<file path="src/rtl/frame_buffer_arbiter.sv">
`default_nettype none
// ============================================================================
// Module   : frame_buffer_arbiter
// Purpose  : Single-port frame-buffer RAM arbiter. Display reads win over
//            buffered edge-detector writes, and reads have a fixed latency.
// Revision : 1.0 - initial release
// ============================================================================
module frame_buffer_arbiter #(
    parameter int FIFO_DEPTH  = 4,
    parameter int MEM_LATENCY = 2,
    parameter int ADDR_MAX    = 307199
) (
    input  logic        video_clk,
    input  logic        reset_n,
    input  logic        rd_req,
    input  logic [18:0] rd_addr,
    output logic [2:0]  rd_data,
    output logic        rd_valid,
    input  logic        wr_valid,
    output logic        wr_ready,
    input  logic [18:0] wr_addr,
    input  logic [2:0]  wr_data,
    output logic [18:0] mem_addr,
    output logic        mem_we,
    output logic [2:0]  mem_din,
    input  logic [2:0]  mem_dout,
    output logic [15:0] wr_stall_cnt
);

    localparam int               c_PTR_W    = (FIFO_DEPTH > 1) ? $clog2(FIFO_DEPTH) : 1;
    localparam logic [c_PTR_W:0] c_DEPTH    = (c_PTR_W + 1)'(FIFO_DEPTH);
    localparam logic [18:0]      c_ADDR_MAX = 19'(ADDR_MAX);

    localparam logic [1:0] c_GNT_IDLE = 2'd0;
    localparam logic [1:0] c_GNT_RD   = 2'd1;
    localparam logic [1:0] c_GNT_WR   = 2'd2;

    logic [18:0]          r_fifo_addr [FIFO_DEPTH];
    logic [2:0]           r_fifo_data [FIFO_DEPTH];
    logic [c_PTR_W-1:0]   r_wptr;
    logic [c_PTR_W-1:0]   r_rptr;
    logic [c_PTR_W:0]     r_count;

    logic [18:0]          r_mem_addr;
    logic                 r_mem_we;
    logic [2:0]           r_mem_din;

    logic [MEM_LATENCY:0] r_vld_pipe;
    logic [MEM_LATENCY:0] r_oor_pipe;
    logic                 r_cap_vld;
    logic [2:0]           r_cap;
    logic                 r_rd_valid;
    logic [2:0]           r_rd_data;
    logic [15:0]          r_stall_cnt;

    logic [1:0]           w_gnt;
    logic                 w_push;
    logic                 w_pop;
    logic                 w_rd_in_range;
    logic                 w_stall;

    // No bypass: a full FIFO refuses even when it is popping this cycle.
    assign wr_ready      = reset_n & (r_count < c_DEPTH);
    assign w_push        = wr_valid & wr_ready & (wr_addr <= c_ADDR_MAX);
    assign w_pop         = (w_gnt == c_GNT_WR);
    assign w_rd_in_range = rd_req & (rd_addr <= c_ADDR_MAX);
    assign w_stall       = wr_valid & ~wr_ready;

    always_comb begin
        w_gnt = c_GNT_IDLE;
        if (rd_req) begin
            w_gnt = c_GNT_RD;
        end else if (r_count != '0) begin
            w_gnt = c_GNT_WR;
        end
    end

    always_ff @(posedge video_clk) begin
        if (w_push) begin
            r_fifo_addr[r_wptr] <= wr_addr;
            r_fifo_data[r_wptr] <= wr_data;
        end
    end

    always_ff @(posedge video_clk or negedge reset_n) begin
        if (!reset_n) begin
            r_wptr  <= '0;
            r_rptr  <= '0;
            r_count <= '0;
        end else begin
            if (w_push) begin
                r_wptr <= r_wptr + 1'b1;
            end
            if (w_pop) begin
                r_rptr <= r_rptr + 1'b1;
            end
            r_count <= r_count + {{c_PTR_W{1'b0}}, w_push} - {{c_PTR_W{1'b0}}, w_pop};
        end
    end

    always_ff @(posedge video_clk or negedge reset_n) begin
        if (!reset_n) begin
            r_mem_addr <= '0;
            r_mem_we   <= 1'b0;
            r_mem_din  <= '0;
        end else begin
            case (w_gnt)
                c_GNT_RD: begin
                    r_mem_we <= 1'b0;
                    if (w_rd_in_range) begin
                        r_mem_addr <= rd_addr;
                    end
                end
                c_GNT_WR: begin
                    r_mem_we   <= 1'b1;
                    r_mem_addr <= r_fifo_addr[r_rptr];
                    r_mem_din  <= r_fifo_data[r_rptr];
                end
                default: begin
                    r_mem_we <= 1'b0;
                end
            endcase
        end
    end

    // Stage MEM_LATENCY lines up with valid mem_dout; one capture stage then
    // one output stage give the fixed MEM_LATENCY+2 return latency.
    always_ff @(posedge video_clk or negedge reset_n) begin
        if (!reset_n) begin
            r_vld_pipe <= '0;
            r_oor_pipe <= '0;
            r_cap_vld  <= 1'b0;
            r_cap      <= '0;
            r_rd_valid <= 1'b0;
            r_rd_data  <= '0;
        end else begin
            r_vld_pipe[0] <= rd_req;
            r_oor_pipe[0] <= rd_req & ~w_rd_in_range;
            for (int i = 1; i <= MEM_LATENCY; i++) begin
                r_vld_pipe[i] <= r_vld_pipe[i-1];
                r_oor_pipe[i] <= r_oor_pipe[i-1];
            end
            r_cap_vld <= r_vld_pipe[MEM_LATENCY];
            if (r_vld_pipe[MEM_LATENCY]) begin
                r_cap <= r_oor_pipe[MEM_LATENCY] ? 3'd0 : mem_dout;
            end
            r_rd_valid <= r_cap_vld;
            r_rd_data  <= r_cap;
        end
    end

    always_ff @(posedge video_clk or negedge reset_n) begin
        if (!reset_n) begin
            r_stall_cnt <= '0;
        end else if (w_stall && (r_stall_cnt != 16'hFFFF)) begin
            r_stall_cnt <= r_stall_cnt + 16'd1;
        end
    end

    assign mem_addr     = r_mem_addr;
    assign mem_we       = r_mem_we;
    assign mem_din      = r_mem_din;
    assign rd_valid     = r_rd_valid;
    assign rd_data      = r_rd_data;
    assign wr_stall_cnt = r_stall_cnt;

endmodule
`default_nettype wire

</file>
<file path="config.mk">
export PLATFORM = sky130hd
export DESIGN_NAME = frame_buffer_arbiter
export DESIGN_NICKNAME = d
export VERILOG_FILES = /design/src/rtl/frame_buffer_arbiter.sv
export SDC_FILE = /design/constraint.sdc
export NUM_CORES = 1
export LEC_CHECK = 0
export ABC_CLOCK_PERIOD_IN_PS = 4100
export CORE_UTILIZATION = 57
export DETAILED_ROUTE_END_ITERATION = 10
export PLACE_DENSITY = 0.81
export SLEW_MARGIN = 15
export SYNTH_ARGS = -nofsm -noshare
export SYNTH_HDL_FRONTEND = slang
export SYNTH_SLANG_ARGS = --single-unit
</file>
<file path="constraint.sdc">
create_clock -name video_clk -period 4.1 [get_ports video_clk]
set_clock_uncertainty 0.1 [all_clocks]
set_input_delay 0.615 -clock video_clk [delete_from_list [all_inputs] [get_ports video_clk]]
set_output_delay 0.615 -clock video_clk [all_outputs]
set_load 0.02 [all_outputs]
</file>
==> results of run 1 <==
## per-stage QoR
stage          cell area [um^2]  utilization  worst slack, ns
3_5_place_dp               6917       0.7012           0.4841
3_3_place_gp               6917       0.7012           0.6633
4_1_cts                    7535       0.7638           0.9705
2_1_floorplan              5878            -            1.270
5_1_grt                    7535       0.7638           0.7711
6_report                   7535       0.7638           0.9589
## registers in the layout (all words and copies together), names as in the netlist, 3 cells and up
signal	flops
r_vld_pipe	3
r_oor_pipe	3
r_fifo_data	12
r_count	3
rd_data	3
r_fifo_addr	76
wr_stall_cnt	16
mem_din	3
r_cap	3
mem_addr	19
## worst max path at each step
stage | startpoint | depth (start not counted) | slack (ns) | endpoint
2_1_floorplan | reset_n | 11 | 1.27 | r_count[2]$_DFF_PN0_
3_3_place_gp | wr_addr[13] | 12 | 0.66 | r_count[2]$_DFF_PN0_
3_5_place_dp | wr_addr[13] | 12 | 0.48 | r_count[2]$_DFF_PN0_
4_1_cts | wr_addr[12] | 12 | 0.97 | r_count[2]$_DFF_PN0_
5_1_grt | wr_addr[14] | 12 | 0.77 | r_count[2]$_DFF_PN0_
6_report | wr_addr[12] | 12 | 0.96 | r_count[2]$_DFF_PN0_
## routing by layer
layer | track usage | vias up | share of wire
met5 | 0 | - | 0
met4 | 0.07039 | 0 | 0.0098
met3 | 0.06104 | 7 | 0.053
met2 | 0.3648 | 108 | 0.52
met1 | 0.2896 | 1589 | 0.42
li1 | - | 1426 | -
## report_power, final
| group | switching (uW) | internal, uW | leakage (uW) | total (uW) |
|---|---|---|---|---|
| Sequential | 209 | 1820 | 0.00153 | 2030 |
| Clock | 555 | 1040 | 0.000304 | 1590 |
| Combinational | 591 | 753 | 0.000959 | 1340 |
| Total | 1350 | 3610 | 0.00279 | 4960 |
## worst max-delay path, stage by stage
cell and delay, ns:
clkdlybuf4s50_1 0.50, a21o_1 0.21, a211o_1 0.31, a21oi_1 0.46
inv_1 0.11, ha_1 0.31, inv_1 0.06, ha_1 0.13
inv_1 0.05, fa_1 0.38, xnor2_1 0.18, xnor2_1 0.14
## layout by cell type (no fill, tap or decap), drive strengths merged, types with 5 or more instances in the layout
master	instances
edfxtp	88
a21oi	5
clkinv	5
nand2	9
buf	8
dfrtp	60
mux4	22
ha	7
nand3	6
inv	10
mux2	43
clkbuf	23
xnor2	15
and2	5
clkdlybuf4s50	90
## kinds of logic after synthesis
| family | count (synthesis) |
|---|---|
| muxes | 65 |
| buffers and inverters | 19 |
| xor gates and xnor gates | 19 |
| DFF | 148 |
| adders and majority gates | 8 |
| and+or+nand+nor | 40 |
| AOI/OAI and AO/OA | 15 |
## area by class of cell
type,instances,area share
multi-input cells,147,0.2137
flip-flops and latches,148,0.5500
clock inverters,9,0.02009
clock buffers,23,0.06194
well taps,133,0.02209
inverters,10,0.004982
repair buffers,98,0.1272
==> reports/results.ini, run 1 <==
[global_routing]
antenna_found_initial=0
grt_first_pass_wirelength_um=17620
grtUsageTotal=0.2218
overflow=0
grt_pass1_vias=3280
grt_max_degree=61

[sta]
finalMaxSlewViolations=0
hold_violations=0
period_share=0.7661
timing.setup.tns_ns=0
fin_crit_ns=3.141
slew_headroom=0.3139
timing.fmax_mhz=318.4
worst_pin_slew_ns=1.029
hold_ws_ns=0.2187
setup_violations=0
rsz0062_at_grt=no

[yosys]
synth_top_family_by_area=multiplexers
post-synth-top-area-cell=edfxtp_1
synthXorXnorAreaFrac=0.02831
synth_compound_area_frac=0.02107
synthMuxAreaShare=0.1686
synth_fp_nets=370
yosys.area_share.simple=0.03725
netlist_top_cells_count=88 x edfxtp_1, 60 x dfrtp_1, 43 x mux2_2, 19 x mux4_2, 15 x xnor2_1
synth.distinct_cells=35
synthCells=314
yosysMostFrequentCell=edfxtp_1
yosysSeqAreaShare=0.7050
yosys_warnings=0
yosys_register_bits=148
netlist_area_um2=5878
synth_top_area_share=0.4496
async_reset_ff_frac=0.4054
synth-edff-count=88
synthAdderAreaFrac=0.01831
synth-main-ff-cell=edfxtp_1
syn_area_per_cell_um2=18.72
netlist_top_cells_area=edfxtp_1 45%, dfrtp_1 26%, mux2_2 8.2%

[cts]
clockRootBuffer=clkbuf_8
cts_buffer_depth=2
cts_sinks=148
htree_num_levels=4
cts.clk_slew.worst_paths_ns=0.06
clk_latency_ns=0.51
post_cts_resized=0
cts_buffers=17
cts_tree=built
cts_setup_buffers=0
holdBufCountCts=0

[routing]
finalWirelength_um=10870
vias_per_cell=5.511
avgRoutedWirePerCell_um=19.13
postRouteAntennaNets=0
vias=3130
firstDrtPassIters=4
drtIter0Drc=195
drc=0

[setup_path]
worstReg2RegStart=r_count[2]$_DFF_PN0_
r2r-end=r_count[2]$_DFF_PN0_
reg2regPathDepth=11
crit_arrival_ns=3.47
worst-path-max-fanout=7
crit_required_ns=4.42
endpoint_kind=flip-flop
r2r_slack_ns=1.38
cp-start-kind=primary input
critPathKind=in -> reg

[floorplanning]
die_y_um=103.6
row_count=36
coreArea_um2=9864
die_area_um2=10720
io_pins=92
die-width_um=103.6
initial_core_util=0.5959

[cells_and_area]
register_area_um2=4144
drive_above_1_share=0.2345
n_fill_cell=555
antenna_cells_inserted=0
stdcell_count=568
area_growth_pct=28.18
multi_input_area_um2=1610
final_nets=478

[pwr]
peakVddDrop_mv=0.3568
pwr_density_cell_nw_per_um2=658.6
leakagePower_uw=0.002790
power.total_uw=4962

[placement]
io_buffers=91
dp.cells=536
dp_hpwl_um=7228
gp_congestion=0.8198

[job]
maxCapViolCount=0

[hold_path]
min_path_type=in -> async

[run_status]
status=completed

Note: power is estimated with default switching activity, not from simulation.
==> run 2, diff against run 1 <==
ABC_CLOCK_PERIOD_IN_PS = 2500   (was 4100)
CORE_UTILIZATION = 48   (was 57)
PLACE_DENSITY = 0.72   (was 0.81)
clock period = 2.5 ns   (was 4.1 ns; I/O delays follow)
==> reports/results.ini, run 2 (synthesis results as in run 1) <==
[pwr]
clock_power_share=0.281
leakagePower_uw=0.002868
switching_share=0.2801
power_frac_comb=0.305
peakVddDrop_mv=0.5395
p_int_uw=5602
switching_power_uw=2180
pwr-share-seq=0.414
pwr_density_cell_nw_per_um2=1020

[sta]
worst_pin_slew_ns=0.8050
finalMaxSlewViolations=0
rsz0062_at_grt=no
hold_violations=0
setup_violations=0
period_share=0.9239
slew_headroom=0.4633
timing.fmax_mhz=433.0
setup_ws_ns=0.1903
fin_crit_ns=2.310

[cts]
clockRootBuffer=clkbuf_16
clk_latency_ns=0.41
cts_tree=built
cts_sinks=148
cts_buffer_depth=2
cts.clk_slew.worst_paths_ns=0.05
cts_buffers=17
htree_num_levels=4
holdBufCountCts=0

[placement]
io_buffers=91
dp_hpwl_um=7169
post-place-ws_ns=-0.4471
dp.cells=569
gp_congestion=0.7478

[setup_path]
critPathKind=reg -> reg
worstReg2RegStart=r_count[2]$_DFF_PN0_
crit_arrival_ns=2.50
cp-start-kind=flip-flop
worst-path-max-fanout=3
crit_path_start=r_count[2]$_DFF_PN0_
crit_required_ns=2.69
endpoint_kind=flip-flop

[routing]
avgRoutedWirePerCell_um=17.85
drc=0
drtIter0Drc=171
vias=3162
postRouteAntennaNets=0
firstDrtPassIters=6
finalWirelength_um=10730
vias_per_cell=5.261

[global_routing]
grt_pass1_vias=3278
overflow=0
grtUsageTotal=0.1878
grt_max_degree=61
antenna_found_initial=0
grt_first_pass_wirelength_um=17320

[cells_and_area]
largest_reg_flops=76
layout_commonest_cell=edfxtp_1
area_growth_pct=29.80
finalCoreUtilization=0.6379
antenna_cells_inserted=0
final_nets=497
stdcell_count=601
drive_above_1_share=0.2731
regMostFlops=r_fifo_addr
layout_common_cells=88 x edfxtp_1, 87 x clkdlybuf4s50_1, 58 x dfrtp_1

[floorplanning]
row_count=40
io_pins=92
die_y_um=112.7
initial_core_util=0.4914
die-width_um=112.7
coreArea_um2=11960
die_area_um2=12690

[run_status]
status=completed

[job]
maxCapViolCount=0

[hold_path]
min_path_type=in -> async

==> run 2: changes by cell type in the layout (fill, tap and decap cells not counted), moves of 2 or more <==
cell and delta:
dfrtp_1 -2, clkbuf_1 +5, clkbuf_8 -2, dlymetal6s2s_1 +3, buf_4 +18, bufinv_16 -4
dfrtp_2 +2, clkinv_2 +2, clkdlybuf4s50_1 -3
==> run 2: critical path, stage by stage, from the launching register on <==
cell	delay [ns]
dfrtp_2	0.45
nor2b_2	0.16
nand2_1	0.12
a21oi_2	0.14
inv_1	0.06
ha_1	0.28
inv_1	0.06
ha_2	0.15
inv_1	0.05
fa_2	0.37
xnor2_2	0.14
xnor2_1	0.12
==> run 2: final timing paths <==
path                                           endpoint  slack [ns]  cells after the start
max                                r_count[2]$_DFF_PN0_        0.19                     11
min                         wr_stall_cnt[3]$_DFFE_PN0P_        0.07                      2
max in group asynchronous          r_count[2]$_DFF_PN0_        1.65                      2
min reg2reg                     r_vld_pipe[1]$_DFF_PN0_        0.25                      0
min in group video_clk     r_fifo_addr[2][12]$_DFFE_PP_        0.20                      2
max reg2reg                        r_count[2]$_DFF_PN0_        0.19                     11
==> run 2: through the flow <==
stage	hold WS (ns)	TNS (ns)	power (uW)	area [um^2]
final	0.07020	0	7782	7630
after global routing	0.1496	0	8167	7630
after CTS	0.1064	0	7855	7609
after detailed placement	0.2364	-0.7385	5648	7097
after global placement	0.2326	-0.6635	5593	7097
after floorplan	-0.02059	0	4749	5884
==> run 2: power by group through the flow <==
stage	Sequential, uW	Clock [uW]	Combinational, uW
after global routing	3270	2330	2560
after global placement	3240	0	2360
after floorplan	3530	0	1220
after detailed placement	3260	0	2390
final	3220	2190	2370
after CTS	3220	2240	2400
==> run 2: area by class of cell <==
class,instances,area (um^2)
inverter,10,37.54
sequential,148,4146
clock inverter,5,28.78
fill,876,4332
multi-input combinational,147,1629
clock buffer,27,483.0
timing repair buffer,117,1121
tap,147,183.9
==> run 2: per-layer routing <==
layer,GRT usage,share of wire,up-vias
met5,0,0,-
met2,0.2975,0.49,98
li1,-,-,1458
met3,0.05778,0.061,12
met4,0.06667,0.011,0
met1,0.2470,0.43,1594
==> run 2: repair_timing <==
| action | 4_1_cts | 5_1_grt |
|---|---|---|
| pin swaps | 2 | 6 |
| setup buffers | 0 | 0 |
| endpoints found under the setup margin | 1 | 1 |
| endpoints found under the hold margin | 0 | 0 |
| resized for setup | 0 | 7 |
==> run 3, diff against run 2 <==
CORE_UTILIZATION = 35   (was 48)
PLACE_DENSITY = 0.55   (was 0.72)
==> reports/results.ini, run 3 (synthesis results as in run 1) <==
[cells_and_area]
multi_input_area_um2=1632
area_growth_pct=32.95
n_fill_cell=1425
regMostFlops=r_fifo_addr
final_nets=496
antenna_cells_inserted=0
finalCoreUtilization=0.4746
design_area_um2=7815
drive_above_1_share=0.2737
register_area_um2=4145
largest_reg_flops=76
layout_commonest_cell=edfxtp_1
layout_common_cells=88 x edfxtp_1, 87 x clkdlybuf4s50_1, 59 x dfrtp_1

[setup_path]
cp-start-kind=primary input
reg2regPathDepth=11
crit_required_ns=2.70
worstReg2RegStart=r_count[2]$_DFF_PN0_
endpoint_kind=flip-flop
critPathKind=in -> reg
worst-path-max-fanout=5
crit_arrival_ns=2.58
r2r_slack_ns=0.21
r2r-end=r_count[2]$_DFF_PN0_

[global_routing]
grt_pass1_vias=3371
antenna_found_initial=0
overflow=0
grtUsageTotal=0.1451
grt_max_degree=61
grt_first_pass_wirelength_um=18400

[routing]
drc=0
drtIter0Drc=115
finalWirelength_um=11440
postRouteAntennaNets=0
firstDrtPassIters=4
avgRoutedWirePerCell_um=17.00
vias=3140
vias_per_cell=4.666

[placement]
place_area_um2=7236
io_buffers=91
dp_hpwl_um=7768
gp_congestion=0.7650

[pwr]
clock_power_share=0.299
switching_share=0.2816
leakagePower_uw=0.002898
pwr_density_cell_nw_per_um2=1034
power_frac_comb=0.299
peakVddDrop_mv=0.5317
p_int_uw=5806
switching_power_uw=2276
pwr-share-seq=0.401

[cts]
cts_tree=built
clk_latency_ns=0.42
clockRootBuffer=clkbuf_16
cts.clk_slew.worst_paths_ns=0.06
cts_buffers=17
htree_num_levels=4
cts_setup_buffers=0
cts_buffer_depth=2
holdBufCountCts=0
cts_sinks=148

[sta]
slew_headroom=0.4503
hold_violations=0
timing.fmax_mhz=420.3
timing.setup.tns_ns=0
rsz0062_at_grt=no
setup_violations=0
fin_crit_ns=2.379
worst_pin_slew_ns=0.8246
finalMaxSlewViolations=0
period_share=0.9517

[floorplanning]
die-width_um=131.6
coreArea_um2=16470
die_y_um=131.6
io_pins=92
die_area_um2=17320
row_count=47
initial_core_util=0.3570

[job]
maxCapViolCount=0

[run_status]
status=completed

[hold_path]
min_path_type=in -> async

## run 3: cell types whose count changed in the layout (fill, tap and decap cells not counted), sizes merged
cell / previous run / this run
clkbuf: 27 / 22
clkinvlp: 0 / 2
clkinv: 5 / 6
bufinv: 0 / 2
buf: 27 / 26
## run 3: per-stage QoR
stage / hold slack, ns / instances / setup slack, ns / power, uW
floorplan: -0.02059 / 314 / 0.04146 / 4749
global route: 0.1592 / 673 / 0.01770 / 8479
global placement: 0.2318 / 641 / -0.4154 / 5679
finish: 0.08210 / 673 / 0.1207 / 8082
detailed placement: 0.2365 / 641 / -0.4363 / 5742
CTS: 0.1159 / 673 / 0.008255 / 8192
## run 3: critical path, stage by stage
cell and delay (ns):
clkdlybuf4s50_1 0.52, a211o_1 0.34, a21oi_2 0.14, inv_1 0.06
ha_1 0.28, inv_1 0.05, ha_1 0.12, inv_1 0.05
fa_2 0.37, xnor2_2 0.14, xnor2_1 0.13
## run 3: repair_timing
item,4_1_cts,5_1_grt
resized for setup,0,5
hold endpoints to repair,0,0
setup endpoints to repair,0,1
## run 3: final cells by class
| type | count | share of cell area |
|---|---|---|
| clock buffers | 22 | 0.05812 |
| well taps | 220 | 0.03522 |
| multi-input cells | 147 | 0.2088 |
| repair buffers | 116 | 0.1489 |
| inverters | 10 | 0.004803 |
| flip-flops and latches | 148 | 0.5304 |
| clock inverters | 10 | 0.01377 |
## run 3: worst max path at each step
stage / startpoint / end / cells past startpoint
final: wr_addr[17] / r_count[2]$_DFF_PN0_ / 11
after global routing: wr_addr[17] / r_count[2]$_DFF_PN0_ / 11
after CTS: wr_addr[13] / r_count[2]$_DFF_PN0_ / 12
after global placement: wr_addr[13] / r_count[2]$_DFF_PN0_ / 12
after detailed placement: wr_addr[13] / r_count[2]$_DFF_PN0_ / 12
after floorplan: wr_addr[13] / r_count[2]$_DFF_PN0_ / 11
## run 3: routing by layer
metal	wire (um)	global-route usage	vias up
met5	0	0	-
met4	185	0.07752	0
met3	409	0.03472	15
met2	5803	0.2372	78
met1	5045	0.1777	1591
li1	-	-	1456
## run 3: power by group through the flow
stage | combinational [uW] | sequential (uW) | clock [uW]
finish | 2420 | 3240 | 2420
global route | 2610 | 3290 | 2580
CTS | 2460 | 3240 | 2490
detailed placement | 2450 | 3290 | 0
global placement | 2400 | 3270 | 0
floorplan | 1220 | 3530 | 0
